## src/rtl/instruction_fetch.sv

```systemverilog
// rtl/instruction_fetch.sv - fetch stage: PC, IF/ID instruction register, stall, branch redirect, halt
module instruction_fetch #(
  parameter logic [15:0] RESET_PC    = 16'h0000,
  parameter int          MEM_BYTES   = 128,
  parameter logic [3:0]  HALT_OPCODE = 4'hF
) (
  input  logic        Clock,
  input  logic        Reset,
  output logic [15:0] PC,
  input  logic [15:0] Instruction,
  input  logic        Stall,
  input  logic        BranchTaken,
  input  logic [15:0] BranchTarget,
  output logic [15:0] IR,
  output logic [15:0] IRPC,
  output logic        IRValid,
  output logic        Halted
);

  // Keeps every PC load inside memory and halfword aligned.
  localparam logic [15:0] ADDR_MASK = 16'(MEM_BYTES - 2);

  typedef enum logic {RUN, HALTED} state_t;

  state_t      state_q, state_d;
  logic [15:0] pc_q, pc_d;
  logic [15:0] ir_q, ir_d;
  logic [15:0] irpc_q, irpc_d;
  logic        ir_valid_q, ir_valid_d;

  always_comb begin
    state_d    = state_q;
    pc_d       = pc_q;
    ir_d       = ir_q;
    irpc_d     = irpc_q;
    ir_valid_d = ir_valid_q;
    if (BranchTaken) begin
      pc_d       = BranchTarget & ADDR_MASK;
      ir_d       = 16'h0000;
      ir_valid_d = 1'b0;
      state_d    = RUN;
    end else if (!Stall) begin
      case (state_q)
        RUN: begin
          ir_d       = Instruction;
          irpc_d     = pc_q;
          ir_valid_d = 1'b1;
          if (Instruction[15:12] == HALT_OPCODE) begin
            state_d = HALTED;
          end else begin
            pc_d = (pc_q + 16'd2) & ADDR_MASK;
          end
        end
        HALTED: begin
          // The HALT word stays in IR but is presented as valid only once.
          ir_valid_d = 1'b0;
        end
        default: state_d = RUN;
      endcase
    end
  end

  always_ff @(posedge Clock or posedge Reset) begin
    if (Reset) begin
      state_q    <= RUN;
      pc_q       <= RESET_PC;
      ir_q       <= 16'h0000;
      irpc_q     <= 16'h0000;
      ir_valid_q <= 1'b0;
    end else begin
      state_q    <= state_d;
      pc_q       <= pc_d;
      ir_q       <= ir_d;
      irpc_q     <= irpc_d;
      ir_valid_q <= ir_valid_d;
    end
  end

  assign PC      = pc_q;
  assign IR      = ir_q;
  assign IRPC    = irpc_q;
  assign IRValid = ir_valid_q;
  assign Halted  = (state_q == HALTED);

endmodule

```

## config.mk

```make
export PLATFORM = sky130hd
export DESIGN_NAME = instruction_fetch
export DESIGN_NICKNAME = d
export VERILOG_FILES = /design/src/rtl/instruction_fetch.sv
export SDC_FILE = /design/constraint.sdc
export NUM_CORES = 1
export LEC_CHECK = 0
export CELL_PAD_IN_SITES_DETAIL_PLACEMENT = 1
export CELL_PAD_IN_SITES_GLOBAL_PLACEMENT = 1
export CORE_UTILIZATION = 24
export DETAILED_ROUTE_END_ITERATION = 10
export GPL_TIMING_DRIVEN = 0
export PLACE_DENSITY = 0.87
export SKIP_CTS_REPAIR_TIMING = 1
export SYNTH_ARGS = -nofsm -noshare
export SYNTH_HDL_FRONTEND = slang
export SYNTH_SLANG_ARGS = --single-unit
```

## constraint.sdc

```tcl
create_clock -name Clock -period 1.7 [get_ports Clock]
set_clock_uncertainty 0.2 [all_clocks]
set_input_delay 0.34 -clock Clock [delete_from_list [all_inputs] [get_ports Clock]]
set_output_delay 0.34 -clock Clock [all_outputs]
set_load 0.02 [all_outputs]
```

==> results.yml, run 1 <==
logic_synthesis:
  netlist_instances: 157
  synth_top_area_frac: 0.514
  muxShareOfSynthArea: 0.0463
  synthXorXnorAreaFrac: 0
  mappedNetlistArea_mm2: 0.00146
  synth_top_family_by_area: "simple AND/OR/NAND/NOR gates"
  ys_seq_area_frac: 0.514
  synth_fa_ha_area_frac: 0.00857
  synth_simple_gate_area_share: 0.192
  synth.distinct_cells: 27
  synth.top_cells.by_area: "dfrtp_1 (51%), buf_4 (10%), nand2_1 (9.5%)"
  yosysTopAreaCell: "dfrtp_1"
  synth-seq-cells: 30
  yosys_warnings: 0
  avgSynthCellArea_um2: 9.30
  synth_compound_area_frac: 0.111
cts:
  cts_buffer_depth: 2
  htree_levels: 2
  clock_sinks: 30
  cts_buffers: 5
  root_buffer: "clkbuf_8"
  insertion_delay_ns: 0.28
  clk_transition_reported_paths_ns: 0.07
  cts_tree: "yes"
worst_setup_path:
  start_kind: "flop"
  end_kind: "flop"
  cp.required_ns: 1.64
  cp_max_fo: 10
  crit_arrival_ns: 1.79
  critPathMaxStageDelay_ns: 0.43
  r2r_cells: 5
  slowest_stage: "dfrtp_2"
  path_cells: "buf_4, or2_4, buf_2, o311ai_1, nand3_1"
  criticalPathCategory: "reg2reg"
sta:
  fmax_mhz: 542
  layout_min_cycle_time_ns: 1.85
  slew_headroom: 0.551
  setup_viol: 8
  hold_viol: 0
  tightest_slew_ns: 0.673
  fin_tns_setup_ns: -0.330
  final.setup.worst_slack_ns: -0.146
  slew_violations: 0
  rsz0062_at_grt: "yes"
  fin_crit_sh: 1.09
global_routing:
  antenna_found_initial: 0
  grt_max_degree: 31
  gr-usage-met1: 0.148
  use_met3: 0.0526
  grt_pass1_wl_um: 6280
  use_met2: 0.226
  top_usage_layer: "met2"
  grt_usage: 0.130
  grt_pass1_vias: 1336
  overflow: 0
run_status:
  violations: "setup timing"
  status: "finished, violations left"
die:
  initial_utilization: 0.248
  core_mm2: 0.00589
  rows: 28
  dieArea_mm2: 0.00640
  fp.dieW_um: 80
  fp.dieH_um: 80
  io_pins: 86
worst_hold_path:
  hold_depth: 3
  worstHoldPathType: "in2reg"
drt:
  avgViaCountPerCell: 4.32
  drc_errors: 0
  postRouteWirelength_um: 4140
  drt-wirelength-per-cell_um: 13.1
  drt_iter0_drc: 29
  vias: 1370
  drt-pass1-iter-count: 4
  ant_nets: 0
power_and_ir_drop:
  switching_share: 0.302
  ir_worst_vdd_v: 0.000361
  power.switching_uw: 597
  leakagePower_nw: 1.47
  p_seq_frac: 0.424
  powerDensity_mw_per_mm2: 818
  p_comb_frac: 0.277
  clock_power_share: 0.299
  p_int_mw: 1.38
final_layout:
  area_growth_pct: 65.5
  fin_cells: 317
  fill_cells: 693
  fin_nets: 278
  drive_gt1_frac: 0.215
  mostFrequentLayoutCell: "nand2_1"
  antenna_cells: 0
  regArea_um2: 756
  multi_input_area_um2: 617
  layout_common_cells: "nand2_1 (37), dlymetal6s2s_1 (35), dfrtp_1 (26)"
placement:
  pre_cts_slack_ns: -0.756
  port_buffers: 55
  placed_cells: 306
  hpwl_um: 2980
  place_congestion: 0.762
job:
  maxCapViolations: 0
[power by group through the flow]
stage | clock, mW | sequential (mW) | combinational (mW)
global placement | 0 | 0.847 | 0.544
floorplan | 0 | 0.935 | 0.213
CTS | 0.616 | 0.841 | 0.556
finish | 0.591 | 0.837 | 0.547
global route | 0.653 | 0.849 | 0.592
detailed placement | 0 | 0.853 | 0.554
[sequential cells by signal, summed over array words and instances, names as in the netlist]
name and count:
IRPC 6, Halted 1, IR 16, PC 6, IRValid 1
[layout make-up]
cell class	instances	share of cell area
plain buffers	25	0.0725
clock buffers	7	0.0357
clock inverters	1	0.00207
inverters	3	0.00621
multi-input cells	117	0.255
flip-flops and latches	30	0.313
well taps	75	0.0388
repair buffers	59	0.277
[cells by family after synthesis]
| logic type | Yosys count |
|---|---|
| AND/OR/NAND/NOR | 61 |
| flip-flops | 30 |
| AO/OA/AOI/OAI | 29 |
| buffers and inverters | 29 |
| multiplexers | 6 |
| adder cells (fa/ha/maj) | 1 |
| other | 1 |
[cell usage after synthesis (all sizes together)]
| cell type | n |
|---|---|
| a21oi | 18 |
| a31oi | 4 |
| and3 | 1 |
| and4 | 2 |
| buf | 21 |
| clkbuf | 5 |
| clkinv | 1 |
| conb | 1 |
| dfrtp | 30 |
| ha | 1 |
| inv | 2 |
| mux2 | 6 |
| nand2 | 37 |
| nand2b | 1 |
| nand3 | 2 |
| nand4 | 2 |
| nor2 | 9 |
| nor4bb | 1 |
| o21a | 1 |
| o21ai | 3 |
| o311ai | 1 |
| o31ai | 2 |
| or2 | 1 |
| or3 | 2 |
| or3b | 1 |
| or4 | 2 |
[critical path: cells and delay by family (launching register included)]
family,cells,cell delay [ns]
and+or+nand+nor,2,0.40
DFF,1,0.43
AOI/OAI and AO/OA,1,0.34
buffers and inverters,2,0.35
[metal layers]
metal,wire length (um),share of wire
met1,1730,0.42
met2,2070,0.50
met3,314,0.076
met4,23,0.0056
met5,0,0
[path summary, 6_finish.rpt]
| kind | startpoint | to | slack (ns) |
|---|---|---|---|
| setup / recovery | Halted | PC[3] | -0.15 |
| hold / removal | Instruction[13] | IR[13] | 0.16 |
| setup reg to reg | Halted | PC[3] | -0.15 |
| hold reg to reg | IRPC[6] | IRPC[6] | 0.30 |
| max in group asynchronous | Reset | Halted | 0.58 |
| min in group asynchronous | Reset | IRPC[2] | 0.31 |
[stage by stage]
step	total power, mW	hold WS, ns	cell area [um^2]	util
floorplan	1.15	0.231	1540	-
global placement	1.39	0.289	2180	0.371
detailed placement	1.41	0.298	2180	0.371
CTS	2.01	0.312	2270	0.386
global route	2.09	0.164	2420	0.411
finish	1.98	0.158	2420	0.411
(Power assumes the default switching activity.)
==> inputs of run 2 (changes only) <==
Settings changed: CORE_UTILIZATION 24 to 39, CTS_CLUSTER_SIZE set to 16, DONT_BUFFER_PORTS set to 1, PLACE_DENSITY 0.87 to 0.84.
==> results.yml, run 2 (synthesis gave the netlist of run 1 again) <==
run_status:
  status: "finished, violations left"
  violations: "hold timing, setup timing"
worst_hold_path:
  worstHoldPathType: "in2reg"
cts:
  insertion_delay_ns: 0.29
  htree_levels: 2
  cts_buffer_depth: 2
  cts_buffers: 5
  cts_tree: "yes"
  clk_transition_reported_paths_ns: 0.06
  clock_sinks: 30
  root_buffer: "clkbuf_8"
sta:
  setup_viol: 3
  hold_viol: 8
  layout_min_cycle_time_ns: 1.77
  rsz0062_at_grt: "yes"
  final.setup.worst_slack_ns: -0.0655
  tightest_slew_ns: 1.15
  fin_crit_sh: 1.04
  slew_headroom: 0.234
  fmax_mhz: 566
  slew_violations: 0
  worst_hold_slack_ns: -0.0254
placement:
  port_buffers: 0
  place_congestion: 0.717
  placed_cells: 222
  hpwl_um: 2780
worst_setup_path:
  cp_max_fo: 6
  r2r_slack_ns: -0.07
  slowest_stage: "dfrtp_2"
  r2r_start: "Halted"
  critPathMaxStageDelay_ns: 0.49
  crit_arrival_ns: 1.77
  r2r_cells: 3
  critPathLaunch: "Halted"
  critPathCapture: "PC[4]"
  reg2reg_to: "PC[4]"
  criticalPathCategory: "reg2reg"
  start_kind: "flop"
  cp.required_ns: 1.70
  end_kind: "flop"
  path_cells: "or3b_4, or4_4, a31oi_1"
drt:
  drt-pass1-iter-count: 4
  drt_iter0_drc: 38
  postRouteWirelength_um: 4050
  vias: 1207
  ant_nets: 0
  drt-wirelength-per-cell_um: 16.9
  drc_errors: 0
  avgViaCountPerCell: 5.05
final_layout:
  area_growth_pct: 25.5
  antenna_cells: 0
  mostFrequentLayoutCell: "nand2_1"
  fill_cells: 408
  fin_cells: 239
  fin_nets: 229
  regArea_um2: 756
  largest_reg_flops: 16
  layout_common_cells: "nand2_1 (37), dfrtp_1 (26), buf_4 (22)"
  multi_input_area_um2: 633
  drive_gt1_frac: 0.249
die:
  core_mm2: 0.00347
  rows: 21
  initial_utilization: 0.421
  io_pins: 86
  fp.dieH_um: 63.2
  fp.dieW_um: 63.2
  dieArea_mm2: 0.00399
global_routing:
  overflow: 0
  grt_usage: 0.205
  grt_pass1_vias: 1319
  grt_pass1_wl_um: 6210
  antenna_found_initial: 0
  grt_max_degree: 31
power_and_ir_drop:
  powerDensity_mw_per_mm2: 1040
  leakagePower_nw: 0.854
  ir_worst_vdd_v: 0.000459
job:
  maxCapViolations: 0
run 2: cell count changes in the layout (fill, tap and decap cells not counted), sizes merged:
| cell | change |
|---|---|
| clkinvlp | -1 |
| clkbuf | +2 |
| dlygate4sd3 | +8 |
| buf | -3 |
| clkdlybuf4s50 | -20 |
| inv | +1 |
| dlymetal6s2s | -35 |
| clkinv | -1 |
run 2: how the worst min path moves through the flow:
| stage | from | endpoint | slack, ns | cells past startpoint |
|---|---|---|---|---|
| global placement | Instruction[5] | IR[5] | 0.27 | 2 |
| finish | Instruction[9] | IR[9] | -0.03 | 2 |
| CTS | Instruction[4] | IR[4] | -0.02 | 2 |
| floorplan | Reset | IRPC[1] | 0.23 | 1 |
| global route | Instruction[12] | IR[12] | -0.007 | 2 |
| detailed placement | BranchTarget[3] | PC[3] | 0.28 | 2 |
run 2: where the power goes:
| group | internal, mW | leakage, nW | switching (mW) | total, mW |
|---|---|---|---|---|
| Combinational | 0.128 | 0.424 | 0.154 | 0.281 |
| Clock | 0.408 | 0.0575 | 0.265 | 0.673 |
| Sequential | 0.787 | 0.373 | 0.162 | 0.950 |
| Total | 1.32 | 0.854 | 0.581 | 1.90 |
run 2: final cells by class:
cell class | count | area share
plain buffers | 26 | 0.0969
well taps | 46 | 0.0314
multi-input cells | 117 | 0.345
clock buffers | 8 | 0.0601
inverters | 3 | 0.00614
flip-flops and latches | 30 | 0.412
repair buffers | 9 | 0.0478
run 2: per-layer routing:
layer  wire length (um)  up-vias  global-route usage  share of wire
met5                  0        -                   0              0
met4                 74        0              0.0938          0.018
met3                387        8              0.0924          0.096
met2               2150       57               0.364           0.53
met1               1440      584               0.202           0.36
li1                   -      558                   -              -
run 2: worst max-delay path, delay by kind of cell (launching register included):
kind	cells	cell delay, ns
flops	1	0.49
compound gates	1	0.16
simple gates	2	0.84
run 2: per-stage QoR:
step                      power [mW]  TNS, ns   util  area, um^2  worst slack [ns]
final                           1.90   -0.119  0.528        1830           -0.0655
after global routing            1.98    -1.16  0.528        1830            -0.154
after CTS                       1.88    -4.07  0.491        1700            -0.329
after detailed placement        1.21    -3.70  0.460        1590            -0.309
after global placement          1.19    -2.32  0.460        1590            -0.194
after floorplan                 1.15  -0.0398      -        1540           -0.0398
==> inputs of run 3 (changes only) <==
Settings changed: CTS_CLUSTER_SIZE 16 to 24.
==> results of run 3 <==
The final DEF is identical to that of run 2; final timing and power are the same.
